===== src/rtl/jtsdram_bank_pkg.sv =====
// ----------------------------------------------------------------------------
// jtsdram_bank_pkg
// Shared types and helpers for the single-bank SDRAM checker.
//   state_t      : checker FSM states (IDLE, GAP, REQ, WAIT, NEXT, DONE)
//   pass_t       : current sweep direction (WRITE, READ)
//   DEFAULT_SEED : default XOR seed for the data pattern
//   LFSR_INIT    : non-zero reset value of the gap LFSR
//   pat()        : data pattern for an address, computed on 64-bit vectors
//                  (callers truncate to their data width; AW and DW <= 64)
// ----------------------------------------------------------------------------
package jtsdram_bank_pkg;

    typedef enum logic [2:0] {
        IDLE = 3'd0,
        GAP  = 3'd1,
        REQ  = 3'd2,
        WAIT = 3'd3,
        NEXT = 3'd4,
        DONE = 3'd5
    } state_t;

    typedef enum logic {
        WRITE = 1'b0,
        READ  = 1'b1
    } pass_t;

    localparam logic [15:0] DEFAULT_SEED = 16'h5A3C;
    localparam logic [15:0] LFSR_INIT    = 16'hACE1;

    // Repeat the low aw bits of a from the LSB upward, then XOR the seed.
    // The seed is zero-extended here; truncation to the data width happens
    // at the call site, so a narrow data bus simply drops upper seed bits.
    function automatic logic [63:0] pat(
        input logic [63:0] a,
        input int unsigned aw,
        input logic [15:0] seed
    );
        logic [63:0] rep;
        int unsigned j;
        rep = {64{1'b0}};
        for (int unsigned i = 0; i < 64; i++) begin
            j = i % aw;
            rep[i] = a[j];
        end
        return rep ^ {48'h0000_0000_0000, seed};
    endfunction

endpackage


===== src/rtl/jtsdram_bank_lfsr.sv =====
// ----------------------------------------------------------------------------
// jtsdram_bank_lfsr
// Free-running 16-bit maximal-length Fibonacci LFSR
// (x^16 + x^14 + x^13 + x^11 + 1). Advances every clock; resets to a
// non-zero constant so it can never lock up.
// Ports:
//   clk   in   system clock
//   rst_n in   asynchronous active-low reset
//   gap   out  low nibble of the LFSR, used as a random inter-request gap
// ----------------------------------------------------------------------------
module jtsdram_bank_lfsr
    import jtsdram_bank_pkg::*;
(
    input  logic       clk,
    input  logic       rst_n,
    output logic [3:0] gap
);

    logic [15:0] lfsr_r;
    logic        fb_s;

    // Feedback tap combination for the maximal-length polynomial.
    always_comb begin
        fb_s = lfsr_r[15] ^ lfsr_r[13] ^ lfsr_r[12] ^ lfsr_r[10];
    end

    // Shift register; runs regardless of what the checker is doing.
    always_ff @(posedge clk or negedge rst_n) begin
        if (!rst_n) begin
            lfsr_r <= LFSR_INIT;
        end else begin
            lfsr_r <= {lfsr_r[14:0], fb_s};
        end
    end

    assign gap = lfsr_r[3:0];

endmodule


===== config.mk =====
export PLATFORM = sky130hd
export DESIGN_NAME = jtsdram_bank_lfsr
export DESIGN_NICKNAME = d
export VERILOG_FILES = /design/src/rtl/jtsdram_bank_pkg.sv /design/src/rtl/jtsdram_bank_lfsr.sv
export SDC_FILE = /design/constraint.sdc
export NUM_CORES = 1
export LEC_CHECK = 0
export CAP_MARGIN = 5
export CORE_AREA = 2 2 39 41
export CTS_BUF_LIST = sky130_fd_sc_hd__clkbuf_8
export DETAILED_ROUTE_END_ITERATION = 6
export DIE_AREA = 0 0 41 43
export MAX_ROUTING_LAYER = met4
export SKIP_CTS_REPAIR_TIMING = 1
export SLEW_MARGIN = 20
export SYNTH_ARGS = -nofsm -noshare
export SYNTH_HDL_FRONTEND = slang
export SYNTH_SLANG_ARGS = --single-unit

===== constraint.sdc =====
create_clock -name clk -period 1.9 [get_ports clk]
set_input_delay 0.38 -clock clk [delete_from_list [all_inputs] [get_ports clk]]
set_output_delay 0.38 -clock clk [all_outputs]
set_load 0.03 [all_outputs]

== Yosys cells after proc, flatten, opt, wreduce, memory -nomap -nowiden ==
Index checks and enable logic that the tools add are counted.
Storage, ports and cells
  input bits: 2
  word-level logic and storage cells: 4
  output and inout bits: 4
  register bits: 16
Cells by class
  bitwise gates (word level): 3
Operators with widths (number)
  XOR 1 bit: 3

== Longest topological paths before layout ==
Gate-level depths: netlist of run 1.
  depth after elaboration: 3
  gate-level depth with buffers: 2
  depth with buffers taken out: 2

== Worst setup path before layout of run 1 ==
No wires, ideal clock.
  path kind: register to output
  start: register lfsr_r[0]
  end: output gap[0]
  path slack: 0.874 ns
  arrival: 0.646 ns
  stages on the path, launching flop included: 2
  data required time: 1.520 ns
  buffers on the path: 1
  cells stage by stage: dfstp_2 -> buf_4
RTL lines
  start: declaration: line jtsdram_bank_lfsr.sv:19  | logic [15:0] lfsr_r;
  start signal: assignment: line jtsdram_bank_lfsr.sv:32  | lfsr_r <= {lfsr_r[14:0], fb_s};
  end: declaration: line jtsdram_bank_lfsr.sv:16  | output logic [3:0] gap
No word-level cell between the ends.

== Final worst setup path of run 1 ==
  start: register lfsr_r[0]
  end: output gap[0]
No word-level cell between the ends.

==> impl_metrics.json, run 1 <==
{
  "required_ns": 1.52,
  "grt_max_degree": 17,
  "p_int_uw": 527,
  "synth_compound_area_share_pct": 0,
  "avgSynthCellArea_um2": 20.3,
  "yosysSeqAreaShare_pct": 87.9,
  "reg_top3": "lfsr_r x16",
  "fin_tns_setup_ns": 0,
  "drv_slew": 0,
  "vias": 172,
  "status": "finished, final reports clean",
  "grt.total_usage_pct": 8.73,
  "io_buffers": 5,
  "met3_usage_pct": 5.24,
  "grtUsageMet2_pct": 9.69,
  "netlist_top_cells_area": "dfstp_2 (45%), dfrtp_1 (43%), buf_4 (6.4%)",
  "viasPerCell": 3.91,
  "cts-root-buf": "clkbuf_8",
  "n_antenna_cell": 0,
  "antenna_found_initial": 0,
  "switching_share_pct": 16.5,
  "wirelength_um": 535,
  "synthXorXnorAreaFrac_pct": 5.63,
  "yosysWarnings": 0,
  "crit_path_cell_trace": "clkdlybuf4s50_1",
  "setup_viol": 0,
  "firstDrtPassIters": 1,
  "final-hold-violation-count": 0,
  "drc": 0,
  "cts_buffers": 3,
  "grt_first_pass_wirelength_um": 931,
  "clk_pin_slew_worst_paths_ns": 0.06,
  "wl_per_cell_um": 12.2,
  "pre_cts_slack_ns": 0.356,
  "max_slew_margin_pct": 57.5,
  "fin_crit_sh_pct": 95.4,
  "powerDensity_mw_per_mm2": 1120,
  "io_pins": 6,
  "path_buf_inv": 1,
  "synth_enable_flop_cells": 0,
  "final_cells": 44,
  "synth_nets": 25,
  "totalPowerFinal_uw": 630,
  "maxCapViolCount": 0,
  "synth_top_area_share_pct": 45.0,
  "comb_power_share_pct": 1.2,
  "slowest_stage": "clkdlybuf4s50_1",
  "grt-ovfl-total": 0,
  "numClockSinks": 16,
  "dp_cells": 40,
  "rows": 14,
  "area_growth_pct": 20.4,
  "synthTopCellsByCount": "dfrtp_1 (8), dfstp_2 (8), buf_4 (4), xnor2_1 (2), xor2_1 (1)",
  "start_kind": "register",
  "largest-register": "lfsr_r",
  "hpwl_um": 354,
  "die_w_um": 41,
  "worst_pin_slew_ns": 0.636,
  "fin_skew_ns": 0.00213,
  "synthFlopType": "dfstp_2",
  "synth_fa_ha_area_share_pct": 0,
  "cts_buffer_depth": 2,
  "yosysUniqueCellTypes": 5,
  "dieArea_mm2": 0.00176,
  "synthMuxAreaShare_pct": 0,
  "coreArea_mm2": 0.00138,
  "setup_slack_ns": 0.0882,
  "grt_pass1_vias": 205,
  "layout_min_cycle_time_ns": 1.81,
  "hold_class": "reg2reg",
  "ir_worst_vdd_v": 0.000621,
  "largest_register_ff_count": 16,
  "cts-htree-levels": 1,
  "crit_arrival_ns": 1.43,
  "timing.hold.ws_ns": 0.352,
  "drive_gt1_share_pct": 42.9,
  "synth-seq-cells": 16,
  "globalplace.congestion": 0.560,
  "critPathTopFamily": "buffers and inverters",
  "use_met1_pct": 12.6,
  "postSynthCellCount": 23,
  "power_frac_seq_pct": 54.2,
  "crit_type": "reg2out",
  "start_util_pct": 33.7,
  "gr-max-usage-layer": "met1",
  "drt_iter0_drc": 0,
  "cp-end-kind": "primary output",
  "slowest_delay_ns": 0.66,
  "netlist_area_um2": 467,
  "nets": 31,
  "pwr-share-clk_pct": 44.6,
  "synth_top_family_by_area": "buffers and inverters",
  "die_y_um": 43,
  "critPathMaxFanout": 2,
  "yosysTopAreaCell": "dfstp_2",
  "insertion_delay_ns": 0.24,
  "synth-simple-area-share_pct": 0,
  "cts_tree": "yes",
  "rsz0062_at_grt": "false",
  "synthArstFlopShare_pct": 100,
  "p_switching_uw": 104,
  "max_freq_mhz": 552,
  "ant_nets": 0,
  "p_leak_nw": 0.253
}
-- power groups by stage --
stage	clock [mW]	sequential (mW)	combinational [mW]
finish	0.281	0.342	0.00746
global route	0.308	0.342	0.00881
CTS	0.291	0.342	0.00786
global placement	0	0.347	0.00740
detailed placement	0	0.347	0.00793
floorplan	0	0.347	0.0000000344
-- placed cells by master (no fill, tap or decap) --
master | Yosys | layout
dfrtp_1 | 8 | 8
dfstp_2 | 8 | 8
clkdlybuf4s50_1 | 0 | 5
xor2_1 | 1 | 1
xnor2_1 | 2 | 2
clkbuf_8 | 0 | 4
-- final timing paths --
check,from,endpoint,slack [ns],cells past startpoint
max in group asynchronous,rst_n,lfsr_r[8],0.95,1
max reg2reg,lfsr_r[15],lfsr_r[0],0.99,2
max,lfsr_r[0],gap[0],0.09,1
min reg2reg,lfsr_r[8],lfsr_r[9],0.35,0
min,lfsr_r[8],lfsr_r[9],0.35,0
min in group asynchronous,rst_n,lfsr_r[14],0.54,1
-- cell families (layout without fill, tap and decap cells) --
| group | count (synthesis) | count (layout) |
|---|---|---|
| xor gates and xnor gates | 3 | 3 |
| DFF | 16 | 16 |
| buffers and inverters | 4 | 9 |
-- worst reg2reg max path: cells and delay by family (launching register included) --
kind / cells / cell delay (ns)
flip-flops: 1 / 0.52
XOR/XNOR: 2 / 0.31
-- layer usage --
| metal | vias up | share of wire [%] |
|---|---|---|
| li1 | 74 | - |
| met1 | 92 | 46 |
| met4 | 0 | 0 |
| met5 | - | 0 |
| met2 | 6 | 44 |
| met3 | 0 | 9.5 |
-- final cells by class --
type	instances	area, um^2
Timing Repair Buffer	5	50.0
Tap cell	16	20.0
Multi-Input combinational cell	3	26.3
Clock buffer	4	55.1
Sequential cell	16	410
Fill cell	128	822
-- stage by stage --
stage | util, % | cell area (um^2)
after global routing | 40.6 | 562
after CTS | 40.6 | 562
after detailed placement | 36.6 | 507
after floorplan | - | 467
after global placement | 36.6 | 507
final | 40.6 | 562
Power figures use the tool's default switching activity.
==> run 2, diff against run 1 <==
- REMOVE_ABC_BUFFERS: not set -> 1
==> impl_metrics.json, run 2 (synthesis results as in run 1) <==
{
  "timing.rr.start": "lfsr_r[15]",
  "fin_crit_sh_pct": 95.5,
  "grt.total_usage_pct": 9.47,
  "start_util_pct": 33.7,
  "wirelength_um": 557,
  "crit_type": "reg2out",
  "hold_path_end": "lfsr_r[9]",
  "grt_first_pass_wirelength_um": 979,
  "hold_class": "reg2reg",
  "cts_tree": "yes",
  "n_antenna_cell": 0,
  "placed_cell_area_um2": 507,
  "crit_arrival_ns": 1.43,
  "drt_iter0_drc": 0,
  "wl_per_cell_um": 12.7,
  "largest-register": "lfsr_r",
  "setup_slack_ns": 0.0862,
  "ant_nets": 0,
  "numClockSinks": 16,
  "cts_buffers": 3,
  "globalplace.congestion": 0.578,
  "final_area_um2": 562,
  "dp_cells": 40,
  "viasPerCell": 3.84,
  "largest_register_ff_count": 16,
  "ir_worst_vdd_v": 0.000554,
  "powerDensity_mw_per_mm2": 1130,
  "final_util_pct": 40.6,
  "rows": 14,
  "cts_buffer_depth": 2,
  "critPathMaxFanout": 2,
  "antenna_found_initial": 0,
  "slowest_stage": "clkdlybuf4s50_1",
  "reg2reg_slack_ns": 0.98,
  "max_freq_mhz": 551,
  "slowest_delay_ns": 0.66,
  "timing.hold.ws_ns": 0.349,
  "start_kind": "register",
  "die_w_um": 41,
  "cts-root-buf": "clkbuf_8",
  "grt_pass1_vias": 215,
  "fillers": 125,
  "layout_min_cycle_time_ns": 1.81,
  "path_buf_inv": 1,
  "max_slew_margin_pct": 58.0,
  "grt_max_degree": 17,
  "p_leak_nw": 0.253,
  "pre_cts_slack_ns": 0.353,
  "holdPathStages": 0,
  "area_growth_pct": 20.4,
  "r2r-end": "lfsr_r[0]",
  "setup_viol": 0,
  "worst_pin_slew_ns": 0.629,
  "worstHoldStart": "lfsr_r[8]",
  "fin_skew_ns": 0.00112,
  "insertion_delay_ns": 0.24,
  "nets": 31,
  "firstDrtPassIters": 1,
  "final_cell_mix": "dfstp_2 (8), dfrtp_1 (8), clkdlybuf4s50_1 (5), clkbuf_8 (4), xnor2_1 (2)",
  "final_cells": 44,
  "critPathTopFamily": "buffers and inverters",
  "drive_gt1_share_pct": 42.9,
  "totalPowerFinal_uw": 635,
  "die_y_um": 43,
  "reg2reg_depth": 2,
  "maxCapViolCount": 0,
  "vias": 169,
  "final-hold-violation-count": 0,
  "drv_slew": 0,
  "io_pins": 6,
  "cp-end-kind": "primary output",
  "reg_top3": "lfsr_r x16",
  "coreArea_mm2": 0.00138,
  "io_buffers": 5,
  "clk_pin_slew_worst_paths_ns": 0.06,
  "dieArea_mm2": 0.00176,
  "rsz0062_at_grt": "false",
  "drc": 0,
  "cts-htree-levels": 1,
  "crit_path_cell_trace": "clkdlybuf4s50_1",
  "hpwl_um": 375,
  "grt-ovfl-total": 0,
  "required_ns": 1.52,
  "fin_tns_setup_ns": 0,
  "status": "finished, final reports clean"
}
[run 2: layer usage]
metal	part of all wire, %	global-route usage (%)
met1	50	14.0
met2	46	10.0
met3	3.9	3.14
met4	0	8.00
met5	0	-
[run 2: how the worst max path moves through the flow]
stage                    from  cells past startpoint  slack [ns]  endpoint
finish              lfsr_r[0]                      1        0.09    gap[0]
global route        lfsr_r[0]                      1        0.05    gap[0]
CTS                 lfsr_r[0]                      1        0.08    gap[0]
detailed placement  lfsr_r[0]                      1        0.35    gap[0]
global placement    lfsr_r[0]                      1        0.35    gap[0]
floorplan           lfsr_r[0]                      0        0.92    gap[0]
[run 2: cell type report]
class / instances / area (um^2) / area share [%]
well taps: 16 / 20.0 / 3.56
flip-flops and latches: 16 / 410 / 73.1
repair buffers: 5 / 50.0 / 8.91
multi-input cells: 3 / 26.3 / 4.68
clock buffers: 4 / 55.1 / 9.80
[run 2: power breakdown]
group / internal [mW] / total [mW] / switching (mW) / leakage (nW)
Sequential: 0.342 / 0.342 / 0 / 0.194
Combinational: 0.00180 / 0.00739 / 0.00559 / 0.0300
Clock: 0.183 / 0.286 / 0.102 / 0.0288
Total: 0.527 / 0.635 / 0.108 / 0.253
==> run 3, diff against run 2 <==
- HOLD_SLACK_MARGIN: not set -> 0.02
==> results of run 3 <==
Final layout, timing and power as in run 2 (identical DEF).
==> variant (flow settings as in run 2) <==
Make the reset (`rst_n`) synchronous in one clocked block. Comments in the files are not updated.
--- a/src/rtl/jtsdram_bank_lfsr.sv
+++ b/src/rtl/jtsdram_bank_lfsr.sv
@@ -25,7 +25,7 @@
     end
 
     // Shift register; runs regardless of what the checker is doing.
-    always_ff @(posedge clk or negedge rst_n) begin
+    always_ff @(posedge clk) begin
         if (!rst_n) begin
             lfsr_r <= LFSR_INIT;
         end else begin
Formal check against the unedited RTL: differs if rst_n is asserted again (counterexample within 4 cycles, from zero or initial values and one cycle with rst_n low); with rst_n held inactive, the same outputs for 10 cycles.
==> variant against run 2 <==
  * Critical path type unchanged
  * Cell count rose by 36%
  * Final area rose by 1.8%
  * Sequential cell count did not move
  * Area after synthesis rose by 4.6%
  * Worst setup slack improved by 0.19 ns
  * Routed wire length rose by 2.0%
Power is not compared: it rests on default switching activity, and its combinational part moved more than twofold at a synthesized area within 25%.
==> variant: results (changes against run 2) <==
cell area after synthesis: 488.0 um^2 (was 466.7 um^2)
GRT Resource Usage Total: 9.176% (was 9.468%)
worst slack, placed: 0.4906 ns (was 0.3532 ns)
Synth area leaders: dfxtp_1 66%, and2_1 10%, nand2b_1 7.7% (was dfstp_2 45%, dfrtp_1 43%, buf_4 6.4%)
slowest CP cell: clkdlybuf4s50_1 (unchanged)
library cells used by synthesis: 9 (was 5)
max-slew violations: 0 (unchanged)
ys async rst share: 0% (was 100.0%)
status: complete, no violations (unchanged)
Synth warnings: 0 (unchanged)
worst slew pin tran: 0.4317 ns (was 0.6285 ns)
Worst Hold Depth: 1 (was 0)
antenna violations before repair: 0 (unchanged)
H-tree depth: 1 (unchanged)
synth cell count leaders: 16 x dfxtp_1, 8 x and2_1, 6 x nand2b_1 (was 8 x dfrtp_1, 8 x dfstp_2, 4 x buf_4)
RePlAce Congestion: 0.6559 (was 0.5777)
initial drt markers: 1 (was 0)
layout cells sized above 1: 11.36% (was 42.86%)
Detailed Routing Iterations Pass 1: 2 (was 1)
Clock Skew: 0.001825 ns (was 0.001118 ns)
Worst Reg-to-Reg Cells: 3 (was 2)
sequential share of the synthesized area: 65.64% (was 87.94%)
WL per Instance: 9.467 um (was 12.66 um)
vias in the first global route: 266 (was 215)
Antenna diodes: 0 (unchanged)
CTS Buf Count: 3 (unchanged)
HPWL after DPL: 424.9 um (was 374.5 um)
CP arrival: 1.24 ns (was 1.43 ns)
via count: 235 (was 169)
largest net degree at the start of global routing: 17 (unchanged)
first-pass GRT wire length: 1.028 mm (was 979 um)
Max clock buf depth: 2 (unchanged)
critical-path maximum fanout: 2 (unchanged)
Nets: 47 (was 31)
[variant: where the power goes]
group	internal (mW)	switching, mW
clock	0.183	0.101
sequential	0.360	0.00951
combinational	0.0322	0.0337
[variant: logic make-up after synthesis]
logic type / Yosys count / share of synthesized area [%]
xor+xnor: 3 / 5.386
buf+inv: 5 / 8.462
flops: 16 / 65.64
simple gates: 16 / 20.51
[variant: routing by layer]
layer / part of all wire (%) / track usage [%]
met1: 46 / 11.41
met2: 50 / 12.19
met3: 3.2 / 3.141
met4: 0 / 6.000
met5: 0 / -
[variant: path summary, 6_finish.rpt]
path	startpoint	end	slack, ns
worst min-delay path	lfsr_r[6]$_SDFF_PN1_	lfsr_r[7]$_SDFF_PN1_	0.41
worst max register to register	lfsr_r[12]$_SDFF_PN0_	lfsr_r[0]$_SDFF_PN1_	1.04
worst max-delay path	lfsr_r[0]$_SDFF_PN1_	gap[0]	0.28
worst min register to register	lfsr_r[6]$_SDFF_PN1_	lfsr_r[7]$_SDFF_PN1_	0.41
[variant: per-stage QoR]
stage | cells | total power [mW] | cell area, um^2 | hold WS (ns)
after detailed placement | 56 | 0.4439 | 516.7 | 0.4003
after CTS | 60 | 0.7284 | 571.8 | 0.4170
after floorplan | 35 | 0.4147 | 446.7 | 0.3863
final | 60 | 0.7199 | 571.8 | 0.4110
after global placement | 56 | 0.4415 | 516.7 | 0.3947
after global routing | 60 | 0.7510 | 571.8 | 0.4254
[variant: worst register-to-register path: stages (launching register included)]
cell and delay [ns]:
dfxtp_1 0.34, xor2_1 0.18, xnor2_1 0.15, nand2_1 0.07
[variant: final cells by class]
cell class,count,area (um^2)
Multi-Input combinational cell,19,126.4
Clock buffer,4,55.05
Tap cell,16,20.02
Fill cell,133,812.0
Sequential cell,16,320.3
Timing Repair Buffer,5,50.05
